<file path="src/rtl/wb_stage.sv">
// wb_stage: writeback stage of the 8-bit pipeline.
// Accepts completed results from EX via valid/ready and holds them in an
// in-order circular queue. It issues one entry per cycle to the register-file
// write port. An entry arriving while the queue is empty goes straight to the
// port. ID read data is bypassed from pending results so ID never sees a
// stale register.
// Ports:
//   clk, reset                       clock, synchronous active-high reset
//   ex_valid/ex_ready                EX handshake; ex_ready depends only on count
//   ex_rd/ex_result/ex_regwrite      accepted entry fields
//   wb_hold                          blocks issue this cycle
//   flush                            drops every queued entry
//   Write_Reg_Num/Write_Data/RegWrite  registered register-file write port
//   id_rd_num/id_rd_data/id_rd_fwd   ID read address, raw data, bypassed data
//   retire_count                     issued-entry counter, wraps modulo 256
module wb_stage #(
  parameter int DEPTH    = 2,
  parameter int ZERO_REG = 0
) (
  input  logic       clk,
  input  logic       reset,
  input  logic       ex_valid,
  output logic       ex_ready,
  input  logic [2:0] ex_rd,
  input  logic [7:0] ex_result,
  input  logic       ex_regwrite,
  input  logic       wb_hold,
  input  logic       flush,
  output logic [2:0] Write_Reg_Num,
  output logic [7:0] Write_Data,
  output logic       RegWrite,
  input  logic [2:0] id_rd_num,
  input  logic [7:0] id_rd_data,
  output logic [7:0] id_rd_fwd,
  output logic [7:0] retire_count
);

  localparam int PW = (DEPTH > 1) ? $clog2(DEPTH) : 1;
  localparam int CW = $clog2(DEPTH + 1);

  logic [2:0]    q_rd   [DEPTH];
  logic [7:0]    q_data [DEPTH];
  logic          q_rw   [DEPTH];
  logic [PW-1:0] head, tail;
  logic [CW-1:0] count, count_nxt;

  logic       accept, issue, push, pop, empty;
  logic [2:0] iss_rd;
  logic [7:0] iss_data;
  logic       iss_rw;

  function automatic logic [PW-1:0] nxt(input logic [PW-1:0] p);
    return (p == PW'(DEPTH - 1)) ? '0 : p + 1'b1;
  endfunction

  function automatic logic r0_masked(input logic [2:0] rd);
    return (ZERO_REG != 0) && (rd == 3'd0);
  endfunction

  assign empty    = (count == '0);
  assign ex_ready = (count < CW'(DEPTH));

  // Flush blocks both sides of the queue for the edge it is sampled on.
  assign accept = ex_valid & ex_ready & ~flush;
  assign issue  = ~flush & ~wb_hold & (~empty | accept);
  // An accept into an empty queue that issues the same edge bypasses storage.
  assign pop    = issue & ~empty;
  assign push   = accept & ~(empty & issue);

  assign iss_rd   = empty ? ex_rd       : q_rd[head];
  assign iss_data = empty ? ex_result   : q_data[head];
  assign iss_rw   = empty ? ex_regwrite : q_rw[head];

  assign count_nxt = count + CW'(push) - CW'(pop);

  always_ff @(posedge clk) begin
    if (reset) begin
      count         <= '0;
      head          <= '0;
      tail          <= '0;
      Write_Reg_Num <= '0;
      Write_Data    <= '0;
      RegWrite      <= 1'b0;
      retire_count  <= '0;
    end else begin
      RegWrite <= 1'b0;
      if (flush) begin
        count <= '0;
        head  <= '0;
        tail  <= '0;
      end else begin
        count <= count_nxt;
        if (push) tail <= nxt(tail);
        if (pop)  head <= nxt(head);
        if (issue) begin
          Write_Reg_Num <= iss_rd;
          Write_Data    <= iss_data;
          RegWrite      <= iss_rw & ~r0_masked(iss_rd);
          retire_count  <= retire_count + 8'd1;
        end
      end
    end
  end

  // Storage needs no reset: occupancy is tracked by count and the pointers.
  always_ff @(posedge clk) begin
    if (!reset && push) begin
      q_rd[tail]   <= ex_rd;
      q_data[tail] <= ex_result;
      q_rw[tail]   <= ex_regwrite;
    end
  end

  // Bypass: start from the raw read, let the port write override it, then walk
  // the queue oldest to youngest so the youngest match wins.
  logic [PW-1:0] walk;
  always_comb begin
    id_rd_fwd = id_rd_data;
    walk      = head;
    if (RegWrite && Write_Reg_Num == id_rd_num)
      id_rd_fwd = Write_Data;
    for (int k = 0; k < DEPTH; k++) begin
      if ((CW'(k) < count) && q_rw[walk] && (q_rd[walk] == id_rd_num) &&
          !r0_masked(id_rd_num))
        id_rd_fwd = q_data[walk];
      walk = nxt(walk);
    end
  end

endmodule

</file>
<file path="config.mk">
export PLATFORM = sky130hd
export DESIGN_NAME = wb_stage
export DESIGN_NICKNAME = d
export VERILOG_FILES = /design/src/rtl/wb_stage.sv
export SDC_FILE = /design/constraint.sdc
export NUM_CORES = 1
export LEC_CHECK = 0
export ABC_AREA = 1
export CAP_MARGIN = 30
export CORE_MARGIN = 3
export CORE_UTILIZATION = 52
export CTS_CLUSTER_SIZE = 14
export DETAILED_ROUTE_END_ITERATION = 16
export HOLD_SLACK_MARGIN = 0.1
export MAX_ROUTING_LAYER = met4
export PLACE_DENSITY = 0.77
export SLEW_MARGIN = 20
export SYNTH_ARGS = -nofsm -noshare
export SYNTH_HDL_FRONTEND = slang
export SYNTH_SLANG_ARGS = --single-unit
export TNS_END_PERCENT = 10
</file>
<file path="constraint.sdc">
create_clock -name clk -period 2.4 [get_ports clk]
set_clock_uncertainty 0.15 [all_clocks]
set_input_delay 0.36 -clock clk [delete_from_list [all_inputs] [get_ports clk]]
set_output_delay 0.36 -clock clk [all_outputs]
set_load 0.02 [all_outputs]
</file>
==> results_dict.tcl <==
set metrics [dict create \
    htree_levels 2 \
    maxSlewViolCount 0 \
    fin_crit_ns 2.359 \
    fin_area_mm2 0.003782 \
    cts_sinks 49 \
    startpoint_type "register" \
    start_util 0.5583 \
    arrival_ns 1.85 \
    cp-end-kind "output port" \
    final_antenna_net_count 0 \
    clock_latency_ns 0.30 \
    hold_violations 0 \
    synth_nets 406 \
    status "complete, no violations" \
    cp.required_ns 1.89 \
    wire_per_inst_um 14.06 \
    fillers 433 \
    ys_seq_elements 49 \
    rows 26 \
    timing.rr.end "count[1]" \
    r2r_start "count[1]" \
    cap_violations 0 \
    grt_pass1_vias 2657 \
    vias_per_cell 5.190 \
    holdPathStages 2 \
    dp_hpwl_um 5428 \
    fmax_mhz 423.9 \
    synth_top_area_share 0.2434 \
    num_io_pins 57 \
    timing.final.crit_share 0.9829 \
    dp_cells 513 \
    grt_max_degree 17 \
    setup_viol 0 \
    placed_cell_area_mm2 0.003709 \
    area_growth_syn_to_layout_pct 27.77 \
    synth.distinct_cells 37 \
    multiInputGateArea_mm2 0.001430 \
    vdd_drop_max_uv 284.8 \
    path_clk_slew_ns 0.10 \
    drt-pass1-iter-count 6 \
    rrSetupSlack_ns 0.40 \
    die_area_mm2 0.006634 \
    slew_headroom 0.6622 \
    vias 2709 \
    r2r_cells 10 \
    synth_area_leaders "edfxtp_1 (24%), dfxtp_1 (17%), nand2_1 (15%)" \
    yosysTopAreaCell "edfxtp_1" \
    layoutNonFillerInstCount 522 \
    routed_wl_um 7337 \
    power_density_mw_per_mm2 451.2 \
    cts_tree "built" \
    fin_nets 482 \
    hold_buffers 0 \
    postSynthCellCount 375 \
    power_leakage_nw 1.754 \
    gp_congestion 0.9393 \
    die_h_um 81.45 \
    crit_type "reg -> out" \
    grt.overflow.total 0 \
    antenna_found_initial 0 \
    synth-seq-area-share 0.4125 \
    syn_area_per_cell_um2 7.894 \
    ys_warn_count 0 \
    layout-drive-gt1-share 0.1947 \
    synth_area_mm2 0.002960 \
    design.core.area_mm2 0.005303 \
    cts_root_buffer "clkbuf_8" \
    diodes 0 \
    hold_end "retire_count[6]" \
    grt_pass1_wl_um 11860 \
    port_buffers 56 \
    cts_made_buffers 5 \
    crit_fanout 16 \
    worst_slew_pin_slew_ns 0.5014 \
    remaining_drc_errors 0 \
    hp-class "reg -> reg" \
    drtIter0Drc 283 \
    cts_buffer_depth 2 \
    regArea_mm2 0.001226 \
    fin_hold_ws_ns 0.3243 \
    die_x_um 81.45 \
    worstHoldStart "retire_count[6]" \
    grt_util_all_layers 0.2393 \
]
-- state kept, by name, indices dropped and copies added (netlist names), named ones only --
register and flops:
q_rw 2, RegWrite 1, q_rd 6, Write_Data 8, tail 1, head 1, Write_Reg_Num 3, count 2
retire_count 8, q_data 16
-- cells in the final DEF, fill, tap and decap left out, types with 3 or more instances in the layout --
cell type,instances
edfxtp_1,24
inv_1,53
nand3_1,34
nand2_1,117
buf_4,20
nor2_2,3
nor2_4,5
inv_2,4
nand2_2,6
a21oi_1,11
buf_2,7
clkbuf_8,5
o221ai_2,8
dfxtp_1,23
o21ai_1,6
ha_1,3
nand2_4,14
nor3_1,3
clkdlybuf4s50_1,45
nor2_1,14
o21ai_0,20
-- logic make-up after synthesis --
group,share of synthesized area
xor+xnor,0.002959
simple gates,0.3483
fa+ha+maj,0.01268
compound gates,0.1183
flops,0.4125
buf+inv,0.1052
-- worst max path at each step --
stage	start	endpoint
2_1_floorplan	count[1]	q_data[0][0]
3_3_place_gp	id_rd_num[1]	id_rd_fwd[1]
3_5_place_dp	id_rd_num[1]	id_rd_fwd[7]
4_1_cts	id_rd_num[1]	id_rd_fwd[6]
5_1_grt	q_rd[0][2]	id_rd_fwd[7]
6_report	register	id_rd_fwd[7]
-- report_power, final --
part / internal, W / switching, W / leakage [nW]
clock network: 0.000208 / 0.000294 / 0.0462
registers: 0.000895 / 0.0000118 / 0.422
logic: 0.000129 / 0.000169 / 1.29
-- synthesized netlist by cell type (all sizes together) --
master	count
a211oi	1
nand2	138
o221ai	8
dfxtp	25
nand3	34
ha	3
or2	1
a21oi	11
nor2	23
o211ai	2
nor3b	1
nor3	5
inv	59
clkinv	2
clkbuf	1
buf	7
edfxtp	24
nand4	1
xnor2	1
o21ai	28
-- metrics by stage --
step / TNS, ns / worst slack [ns] / total power, W / util
3_3_place_gp: -2.629 / -0.3399 / 0.001224 / 0.6994
6_report: 0 / 0.04110 / 0.001707 / 0.7133
5_1_grt: -0.0002993 / -0.0002993 / 0.001771 / 0.7133
3_5_place_dp: -2.730 / -0.3551 / 0.001230 / 0.6994
2_1_floorplan: 0 / 0.1797 / 0.001090 / -
4_1_cts: -0.03294 / -0.03294 / 0.001717 / 0.7102
-- critical path: stages (launching register included) --
cell	delay [ns]
dfxtp_4	0.39
buf_4	0.19
o21ai_0	0.44
nand3_1	0.16
nand3_1	0.12
nand2_1	0.08
buf_2	0.16
-- layer usage --
layer / part of all wire / GRT usage / up-vias
met2: 0.46 / 0.3762 / 120
met5: 0 / - / -
li1: - / - / 1355
met1: 0.45 / 0.3114 / 1222
met3: 0.077 / 0.03618 / 12
met4: 0.014 / 0.09291 / 0
-- timing repair --
item / CTS / global route
pin swaps: 2 / 1
endpoints found under the setup margin: 8 / 8
buffers inserted: 0 / 1
resized for setup: 34 / 7
-- layout make-up --
class	instances	area share
clock inverter	3	0.005624
tap	70	0.02316
multi-input combinational	257	0.3781
clock buffer	5	0.01819
sequential	49	0.3242
timing repair buffer	77	0.1876
inverter	61	0.06318
No activity file was read; power rests on OpenSTA's default activity.
